**src/rtl/rf_access_ctrl.sv**
```systemverilog
// -----------------------------------------------------------------------------
// rf_access_ctrl
//
// Sequencing initiator for the single-port register-file bus. One request is
// accepted at a time over a valid/ready handshake. It is serialized into up to
// two reads (operand A, operand B) and one write (result) on the shared bus.
// Both captured operands are then returned on a valid/ready response channel.
// This block is the only driver of the register-file bus.
//
// Optional feature macro: RF_ACCESS_CTRL_WRVERIFY_EN
//   When defined, every write is followed by a read-back of the destination
//   register (VFY phase). rsp_err reports whether the read-back differed from
//   the data written. When undefined, there is no VFY phase and rsp_err is 0.
//
// Parameters
//   WIDTH   data width of a register
//   ADDR_W  register address width
//
// Ports
//   clk, rst_n                 clock, asynchronous active-low reset
//   req_valid / req_ready      request handshake
//   req_rd_a, req_rd_b, req_wr phase enables for the request
//   req_addr_a/b/d, req_wdata  operand addresses, destination, write data
//   rsp_valid / rsp_ready      response handshake
//   rsp_a, rsp_b               captured operands (0 when not read)
//   rsp_err                    write-verify mismatch flag
//   rf_en, r_or_w, reg_addr    register-file bus control (r_or_w: 1 = write)
//   rf_wdata                   register-file write data
//   rf_rdata                   register-file read data (combinational,
//                              only meaningful while a read is on the bus)
//
// Timing model
//   The state register runs one cycle ahead of the bus. Each bus phase state
//   lasts one cycle; the bus registers are loaded from the current state, so
//   the matching bus cycle follows one clock later. Read data is captured at
//   the closing edge of that bus cycle. This gives an acceptance-to-rsp_valid
//   latency of 1 + (number of enabled bus phases).
// -----------------------------------------------------------------------------
module rf_access_ctrl #(
    parameter int WIDTH  = 16,
    parameter int ADDR_W = 4
) (
    input  logic              clk,
    input  logic              rst_n,

    input  logic              req_valid,
    output logic              req_ready,
    input  logic              req_rd_a,
    input  logic              req_rd_b,
    input  logic              req_wr,
    input  logic [ADDR_W-1:0] req_addr_a,
    input  logic [ADDR_W-1:0] req_addr_b,
    input  logic [ADDR_W-1:0] req_addr_d,
    input  logic [WIDTH-1:0]  req_wdata,

    output logic              rsp_valid,
    input  logic              rsp_ready,
    output logic [WIDTH-1:0]  rsp_a,
    output logic [WIDTH-1:0]  rsp_b,
    output logic              rsp_err,

    output logic              rf_en,
    output logic              r_or_w,
    output logic [ADDR_W-1:0] reg_addr,
    output logic [WIDTH-1:0]  rf_wdata,
    input  logic [WIDTH-1:0]  rf_rdata
);

    typedef enum logic [2:0] {
        S_IDLE = 3'd0,
        S_RD_A = 3'd1,
        S_RD_B = 3'd2,
        S_WR   = 3'd3,
`ifdef RF_ACCESS_CTRL_WRVERIFY_EN
        S_VFY  = 3'd4,
`endif
        S_RSP  = 3'd5
    } state_t;

    // -------------------------------------------------------------------------
    // State and latched request
    // -------------------------------------------------------------------------
    state_t              state_reg;
    // Which phase is physically on the bus this cycle (trails state_reg by one).
    state_t              bus_phase_reg;

    logic                rd_b_en_reg;
    logic                wr_en_reg;
    logic [ADDR_W-1:0]   addr_a_reg;
    logic [ADDR_W-1:0]   addr_b_reg;
    logic [ADDR_W-1:0]   addr_d_reg;
    logic [WIDTH-1:0]    wdata_reg;

    // Registered outputs
    logic                req_ready_reg;
    logic                rsp_valid_reg;
    logic [WIDTH-1:0]    rsp_a_reg;
    logic [WIDTH-1:0]    rsp_b_reg;
    logic                rf_en_reg;
    logic                r_or_w_reg;
    logic [ADDR_W-1:0]   reg_addr_reg;
    logic [WIDTH-1:0]    rf_wdata_reg;

    // -------------------------------------------------------------------------
    // Phase sequencing: each "after" signal picks the next enabled phase in
    // the fixed order RD_A -> RD_B -> WR -> VFY -> RSP.
    // -------------------------------------------------------------------------
    state_t first_phase_next;
    state_t after_rd_a_next;
    state_t after_rd_b_next;
    state_t after_wr_next;

    always_comb begin
        // From IDLE the live request enables are used (nothing latched yet).
        if (req_rd_a) begin
            first_phase_next = S_RD_A;
        end else if (req_rd_b) begin
            first_phase_next = S_RD_B;
        end else if (req_wr) begin
            first_phase_next = S_WR;
        end else begin
            first_phase_next = S_RSP;
        end

        if (rd_b_en_reg) begin
            after_rd_a_next = S_RD_B;
        end else if (wr_en_reg) begin
            after_rd_a_next = S_WR;
        end else begin
            after_rd_a_next = S_RSP;
        end

        if (wr_en_reg) begin
            after_rd_b_next = S_WR;
        end else begin
            after_rd_b_next = S_RSP;
        end

`ifdef RF_ACCESS_CTRL_WRVERIFY_EN
        after_wr_next = S_VFY;
`else
        after_wr_next = S_RSP;
`endif
    end

`ifdef RF_ACCESS_CTRL_WRVERIFY_EN
    // -------------------------------------------------------------------------
    // Write verify: per-bit difference between read-back and written data.
    // -------------------------------------------------------------------------
    logic [WIDTH-1:0] vfy_diff;
    logic             rsp_err_reg;

    genvar gi;
    generate
        for (gi = 0; gi < WIDTH; gi++) begin : g_vfy_diff
            assign vfy_diff[gi] = rf_rdata[gi] ^ wdata_reg[gi];
        end
    endgenerate
`endif

    // -------------------------------------------------------------------------
    // Main FSM with registered outputs
    // -------------------------------------------------------------------------
    always_ff @(posedge clk or negedge rst_n) begin
        if (!rst_n) begin
            state_reg     <= S_IDLE;
            bus_phase_reg <= S_IDLE;
            rd_b_en_reg   <= 1'b0;
            wr_en_reg     <= 1'b0;
            addr_a_reg    <= '0;
            addr_b_reg    <= '0;
            addr_d_reg    <= '0;
            wdata_reg     <= '0;
            req_ready_reg <= 1'b1;
            rsp_valid_reg <= 1'b0;
            rsp_a_reg     <= '0;
            rsp_b_reg     <= '0;
            rf_en_reg     <= 1'b0;
            r_or_w_reg    <= 1'b0;
            reg_addr_reg  <= '0;
            rf_wdata_reg  <= '0;
`ifdef RF_ACCESS_CTRL_WRVERIFY_EN
            rsp_err_reg   <= 1'b0;
`endif
        end else begin
            // Bus is idle (all zero) unless the current state drives a phase.
            rf_en_reg     <= 1'b0;
            r_or_w_reg    <= 1'b0;
            reg_addr_reg  <= '0;
            rf_wdata_reg  <= '0;
            bus_phase_reg <= S_IDLE;

            case (state_reg)
                S_IDLE: begin
                    if (req_valid && req_ready_reg) begin
                        rd_b_en_reg   <= req_rd_b;
                        wr_en_reg     <= req_wr;
                        addr_a_reg    <= req_addr_a;
                        addr_b_reg    <= req_addr_b;
                        addr_d_reg    <= req_addr_d;
                        wdata_reg     <= req_wdata;
                        // Unread operands must report 0.
                        rsp_a_reg     <= '0;
                        rsp_b_reg     <= '0;
`ifdef RF_ACCESS_CTRL_WRVERIFY_EN
                        rsp_err_reg   <= 1'b0;
`endif
                        req_ready_reg <= 1'b0;
                        state_reg     <= first_phase_next;
                    end
                end

                S_RD_A: begin
                    rf_en_reg     <= 1'b1;
                    reg_addr_reg  <= addr_a_reg;
                    bus_phase_reg <= S_RD_A;
                    state_reg     <= after_rd_a_next;
                end

                S_RD_B: begin
                    rf_en_reg     <= 1'b1;
                    reg_addr_reg  <= addr_b_reg;
                    bus_phase_reg <= S_RD_B;
                    state_reg     <= after_rd_b_next;
                end

                S_WR: begin
                    rf_en_reg     <= 1'b1;
                    r_or_w_reg    <= 1'b1;
                    reg_addr_reg  <= addr_d_reg;
                    rf_wdata_reg  <= wdata_reg;
                    bus_phase_reg <= S_WR;
                    state_reg     <= after_wr_next;
                end

`ifdef RF_ACCESS_CTRL_WRVERIFY_EN
                S_VFY: begin
                    rf_en_reg     <= 1'b1;
                    reg_addr_reg  <= addr_d_reg;
                    bus_phase_reg <= S_VFY;
                    state_reg     <= S_RSP;
                end
`endif

                S_RSP: begin
                    // rsp_valid rises on the first edge in RSP, which is also
                    // the edge that captures the last bus phase's read data.
                    if (rsp_valid_reg && rsp_ready) begin
                        rsp_valid_reg <= 1'b0;
                        req_ready_reg <= 1'b1;
                        state_reg     <= S_IDLE;
                    end else begin
                        rsp_valid_reg <= 1'b1;
                    end
                end

                default: begin
                    state_reg     <= S_IDLE;
                    req_ready_reg <= 1'b1;
                    rsp_valid_reg <= 1'b0;
                end
            endcase

            // Read data is only looked at while a read phase is on the bus;
            // rf_rdata may float at any other time.
            case (bus_phase_reg)
                S_RD_A:  rsp_a_reg <= rf_rdata;
                S_RD_B:  rsp_b_reg <= rf_rdata;
`ifdef RF_ACCESS_CTRL_WRVERIFY_EN
                S_VFY:   rsp_err_reg <= |vfy_diff;
`endif
                default: ;
            endcase
        end
    end

    // -------------------------------------------------------------------------
    // Outputs
    // -------------------------------------------------------------------------
    assign req_ready = req_ready_reg;
    assign rsp_valid = rsp_valid_reg;
    assign rsp_a     = rsp_a_reg;
    assign rsp_b     = rsp_b_reg;
    assign rf_en     = rf_en_reg;
    assign r_or_w    = r_or_w_reg;
    assign reg_addr  = reg_addr_reg;
    assign rf_wdata  = rf_wdata_reg;

`ifdef RF_ACCESS_CTRL_WRVERIFY_EN
    assign rsp_err   = rsp_err_reg;
`else
    assign rsp_err   = 1'b0;
`endif

endmodule

```
**config.mk**
```make
export PLATFORM = sky130hd
export DESIGN_NAME = rf_access_ctrl
export DESIGN_NICKNAME = d
export VERILOG_FILES = /design/src/rtl/rf_access_ctrl.sv
export SDC_FILE = /design/constraint.sdc
export NUM_CORES = 1
export LEC_CHECK = 0
export ABC_AREA = 1
export CORE_UTILIZATION = 25
export DETAILED_ROUTE_END_ITERATION = 8
export REMOVE_ABC_BUFFERS = 1
export SETUP_SLACK_MARGIN = 0.1
export SLEW_MARGIN = 20
export SYNTH_ARGS = -nofsm -noshare
export SYNTH_HDL_FRONTEND = slang
export SYNTH_SLANG_ARGS = --single-unit
```
**constraint.sdc**
```tcl
create_clock -name clk -period 1.8 [get_ports clk]
set_input_delay 0.36 -clock clk [delete_from_list [all_inputs] [get_ports clk]]
set_output_delay 0.36 -clock clk [all_outputs]
set_load 0.02 [all_outputs]
```
* Word-level counts from Yosys, hierarchy flattened
Index checks and enable logic that the tools add are counted.
Word-level totals: logic and storage cells 61, input port bits 51, memory bits (read-only) 0, latch bits 0, output and inout bits 57, memories kept 0, flip-flop bits (word level) 92, RAM bits 0
Cells by class: reduce and logical (&&, ||, !) cells 14, divide/modulo/power cells 0, shifts and indexed selects 0, magnitude comparators 0, eq/ne operators 8, add/subtract/negate cells 0, multipliers 0, bitwise gates (word level) 1, muxes and demuxes 22
Operator list (count):
- $mux 16 | 5
- $mux 3 | 7
- $pmux 3 s5 | 1
- $pmux 4 s3 | 1
- $eq 3x2->1 const B | 3
- $reduce_and 2->1 | 4
- $reduce_bool 2->1 | 4
- $eq 3x1->1 const B | 2
- $pmux 2 s3 | 1
- $mux 1 | 5
- $ne 2x2->1 const B | 2
- $reduce_or 4->1 | 1
- $eq 3x3->1 const B | 1
- $logic_not 3->1 | 1
- $pmux 1 s3 | 1
- $reduce_and 3->1 | 1
- $reduce_or 3->1 | 1
- $logic_and 1x1->1 | 2
- $pmux 1 s2 | 1
- $not 1->1 | 1

* Logic depth before layout (Yosys ltp)
word-level depth 5, gate-level depth with buffers 7, mapped depth without buffers 7

* Worst setup path after synthesis
No wires, ideal clock.
kind register -> register, start register req_ready_reg, in the netlist req_ready, end register rsp_a_reg[10], in the netlist rsp_a[10], clock period less this slack 1394 ps, setup time 130 ps, cell stages (with the launch flop) 7, setup slack 406 ps, path buffers 1, data required time 1670 ps, arrival 1264 ps, path through dfstp_2 > nand2_1 > nor2_8 > nor2_4 > buf_4 > nand2_1 > o21ai_0
Between the ends: word-level cells in the longest chain between the ends 3
Ends and longest elaborated chain:
- start, declared | RTL line 95 | logic req_ready_reg;
- start signal, assigned | RTL line 174 | req_ready_reg <= 1'b1;
- start signal, assigned | RTL line 208 | req_ready_reg <= 1'b0;
- start signal, assigned | RTL line 250 | req_ready_reg <= 1'b1;
- $logic_and 1x1->1 | RTL line 195 | if (req_valid && req_ready_reg) begin
- $reduce_bool 2->1 (no source line)
- $reduce_and 2->1 (no source line)
- end signal, assigned | RTL line 267 | S_RD_A: rsp_a_reg <= rf_rdata;
- end, declared | RTL line 97 | logic [WIDTH-1:0] rsp_a_reg;
Every way passes these cells. A chain may end at the register's enable or synchronous reset.

* Worst setup path in the final report
start register rsp_a_reg[3], in the netlist rsp_a[3], end output port rsp_a[3]
RTL lines:
- end, declared | RTL line 58 | output logic [WIDTH-1:0] rsp_a,
No word-level cell between the ends.

==> flow_metrics.env <==
export IMPL_maxUsedRoutingLayer="met4"
export IMPL_vias_per_cell=4.11
export IMPL_fp_dieW_um=120
export IMPL_cp_slowest_cell="clkdlybuf4s50_1"
export IMPL_syn_inst=371
export IMPL_critical_path_depth=1
export IMPL_synth_top_family_by_area="simple AND/OR/NAND/NOR gates"
export IMPL_ir_drop_mv=0.683
export IMPL_cts_tree="yes"
export IMPL_cts_root_buf="clkbuf_16"
export IMPL_synth_area_per_cell_um2=9.42
export IMPL_wl_um=8350
export IMPL_hold_class="reg -> reg"
export IMPL_synth_top_area_frac=0.644
export IMPL_placed_cell_area_um2=4780
export IMPL_r2r_start="state_reg[2]"
export IMPL_synth_compound_area_frac=0.0759
export IMPL_numClockSinks=91
export IMPL_insertion_delay_ps=330
export IMPL_crit_required_ps=1440
export IMPL_holdWs_ps=472
export IMPL_yosys_area_share_simple=0.193
export IMPL_grt_setup_unrepaired="no"
export IMPL_yosys_register_bits=91
export IMPL_fin_crit_ps=1670
export IMPL_grt_overflow=0
export IMPL_coreArea_um2=13500
export IMPL_boundaryPins=108
export IMPL_hold_viol_final=0
export IMPL_post_route_period_util=0.926
export IMPL_wl_per_cell_um=12.6
export IMPL_met3_wirelength_um=562
export IMPL_antenna_found_initial=0
export IMPL_drt_iter0_drc=81
export IMPL_drtPass1Iterations=4
export IMPL_track_usage=0.125
export IMPL_worstMarginPinSlew_ps=532
export IMPL_cp_end_kind="primary output"
export IMPL_die_y_um=120
export IMPL_fin_setup_tns_ps=0
export IMPL_nets=532
export IMPL_grt_pass1_wl_um=13900
export IMPL_synth_xor_area_frac=0
export IMPL_powerDensity_nw_per_um2=1620
export IMPL_diodes=0
export IMPL_critPathCapture="rsp_a[3]"
export IMPL_stdcell_count=662
export IMPL_die_area_um2=14500
export IMPL_status="finished, final reports clean"
export IMPL_grt_max_degree=33
export IMPL_cp_start_kind="flip-flop"
export IMPL_cts_buffers=9
export IMPL_ant_nets=0
export IMPL_ys_seq_area_frac=0.652
export IMPL_fillers=1394
export IMPL_clockBufferDepth=2
export IMPL_wl_met1_um=3920
export IMPL_netlist_top_cells_area="dfrtp_1, nand2_1, o21ai_0"
export IMPL_max_freq_ghz=0.600
export IMPL_clk_pin_slew_worst_paths_ps=60
export IMPL_setup_viol=0
export IMPL_critical_path_class="reg -> out"
export IMPL_skew_ps=3.34
export IMPL_path_max_fanout=2
export IMPL_path_cells="clkdlybuf4s50_1"
export IMPL_arrival_ps=1310
export IMPL_r2r_end="state_reg[1]"
export IMPL_worst_r2r_setup_slack_ps=360
export IMPL_drv_slew=0
export IMPL_yosys_warnings=0
export IMPL_grt_pass1_vias=2842
export IMPL_cts_max_level=3
export IMPL_ff2ff_path_depth=7
export IMPL_fin_area_um2=5150
export IMPL_route_detailed_drc=0
export IMPL_dpl_cell_count=645
export IMPL_startpoint="rsp_a[3]"
export IMPL_synth_area_um2=3500
export IMPL_synth_adder_area_share=0
export IMPL_relSlewSlack=0.644
export IMPL_synthToLayoutAreaGrowth_pct=47.4
export IMPL_cp_top_family="buffers and inverters"
export IMPL_postCtsSetupRepairBufs=0
export IMPL_drv_cap=0
export IMPL_met2WireLength_um=3770
export IMPL_dp_hpwl_um=5930
export IMPL_dr_total_vias=2722
export IMPL_floorplan_initialDensity=0.260
export IMPL_drive_gt1_frac=0.0638
export IMPL_yosys_area_top_type="dfrtp_1"
export IMPL_yosys_mux_area_fraction=0
export IMPL_rows=42
export IMPL_ys_types=17
export IMPL_slowest_delay_ps=610
export IMPL_place_gp_congestion=0.779
export IMPL_power_total_mw=8.34
export IMPL_numPortBuffers=106
export IMPL_p_leak_nw=2.69
export IMPL_critPathBufInv=1
==> placed cells by master, fill, tap and decap left out, types with 3 or more instances in the layout <==
| cell | instances |
|---|---|
| buf_12 | 4 |
| inv_1 | 49 |
| dfrtp_1 | 90 |
| clkdlybuf4s50_1 | 85 |
| dlymetal6s2s_1 | 17 |
| o21ai_0 | 52 |
| clkbuf_16 | 9 |
| nand2_1 | 119 |
| nand3_1 | 11 |
| nor2_1 | 26 |
| nor2_4 | 4 |
| dlygate4sd2_1 | 3 |
| inv_2 | 3 |
==> per-stage QoR <==
| step | worst slack (ps) | utilization |
|---|---|---|
| floorplan | 232 | - |
| global placement | 134 | 0.355 |
| detailed placement | 110 | 0.355 |
| CTS | 102 | 0.380 |
| global route | 101 | 0.383 |
| finish | 133 | 0.383 |
==> routing by layer <==
metal  track usage  vias to the layer above
met1         0.166                     1277
li1              -                     1341
met5             0                        -
met3        0.0387                       10
met4        0.0386                        0
met2         0.194                       94
==> how the worst min path moves through the flow <==
stage,end,from,slack (ps),cells past startpoint
floorplan,addr_a_reg[0],rst_n,60,0
detailed placement,rf_wdata[10],rst_n,340,1
finish,addr_d_reg[2],addr_d_reg[2],470,2
global route,addr_a_reg[2],addr_a_reg[2],490,2
global placement,rf_wdata[10],rst_n,330,1
CTS,reg_addr[0],addr_b_reg[0],470,2
==> Yosys cell counts (all sizes together) <==
cell / number
buf: 10
dfrtp: 90
inv: 52
a21oi: 1
nand3: 11
nand2: 120
conb: 1
nor2: 31
dfstp: 1
o21ai: 52
clkbuf: 2
==> cells by family after synthesis <==
kind of cell	Yosys count
other	1
AO/OA/AOI/OAI	53
AND/OR/NAND/NOR	162
flip-flops	91
buffers and inverters	64
==> what timing repair did <==
item,in CTS,in global routing
endpoints found under the hold margin,27,0
hold buffers,1,0
resized for setup,3,17
setup endpoints to repair,3,17
==> power by group <==
part | switching, mW | total (mW) | internal (mW) | leakage, nW
clock network | 0.775 | 2.03 | 1.25 | 0.155
registers | 0.372 | 3.20 | 2.83 | 1.17
logic | 1.87 | 3.12 | 1.25 | 1.36
==> cell type report <==
type | instances | area, um^2 | area share
Clock buffer | 10 | 239 | 0.0464
Tap cell | 176 | 220 | 0.0427
Clock inverter | 6 | 88.8 | 0.0172
Timing Repair Buffer | 111 | 1190 | 0.230
Multi-Input combinational cell | 216 | 945 | 0.183
Sequential cell | 91 | 2280 | 0.442
Inverter | 52 | 195 | 0.0379
Note: power is estimated with default switching activity, not from simulation.
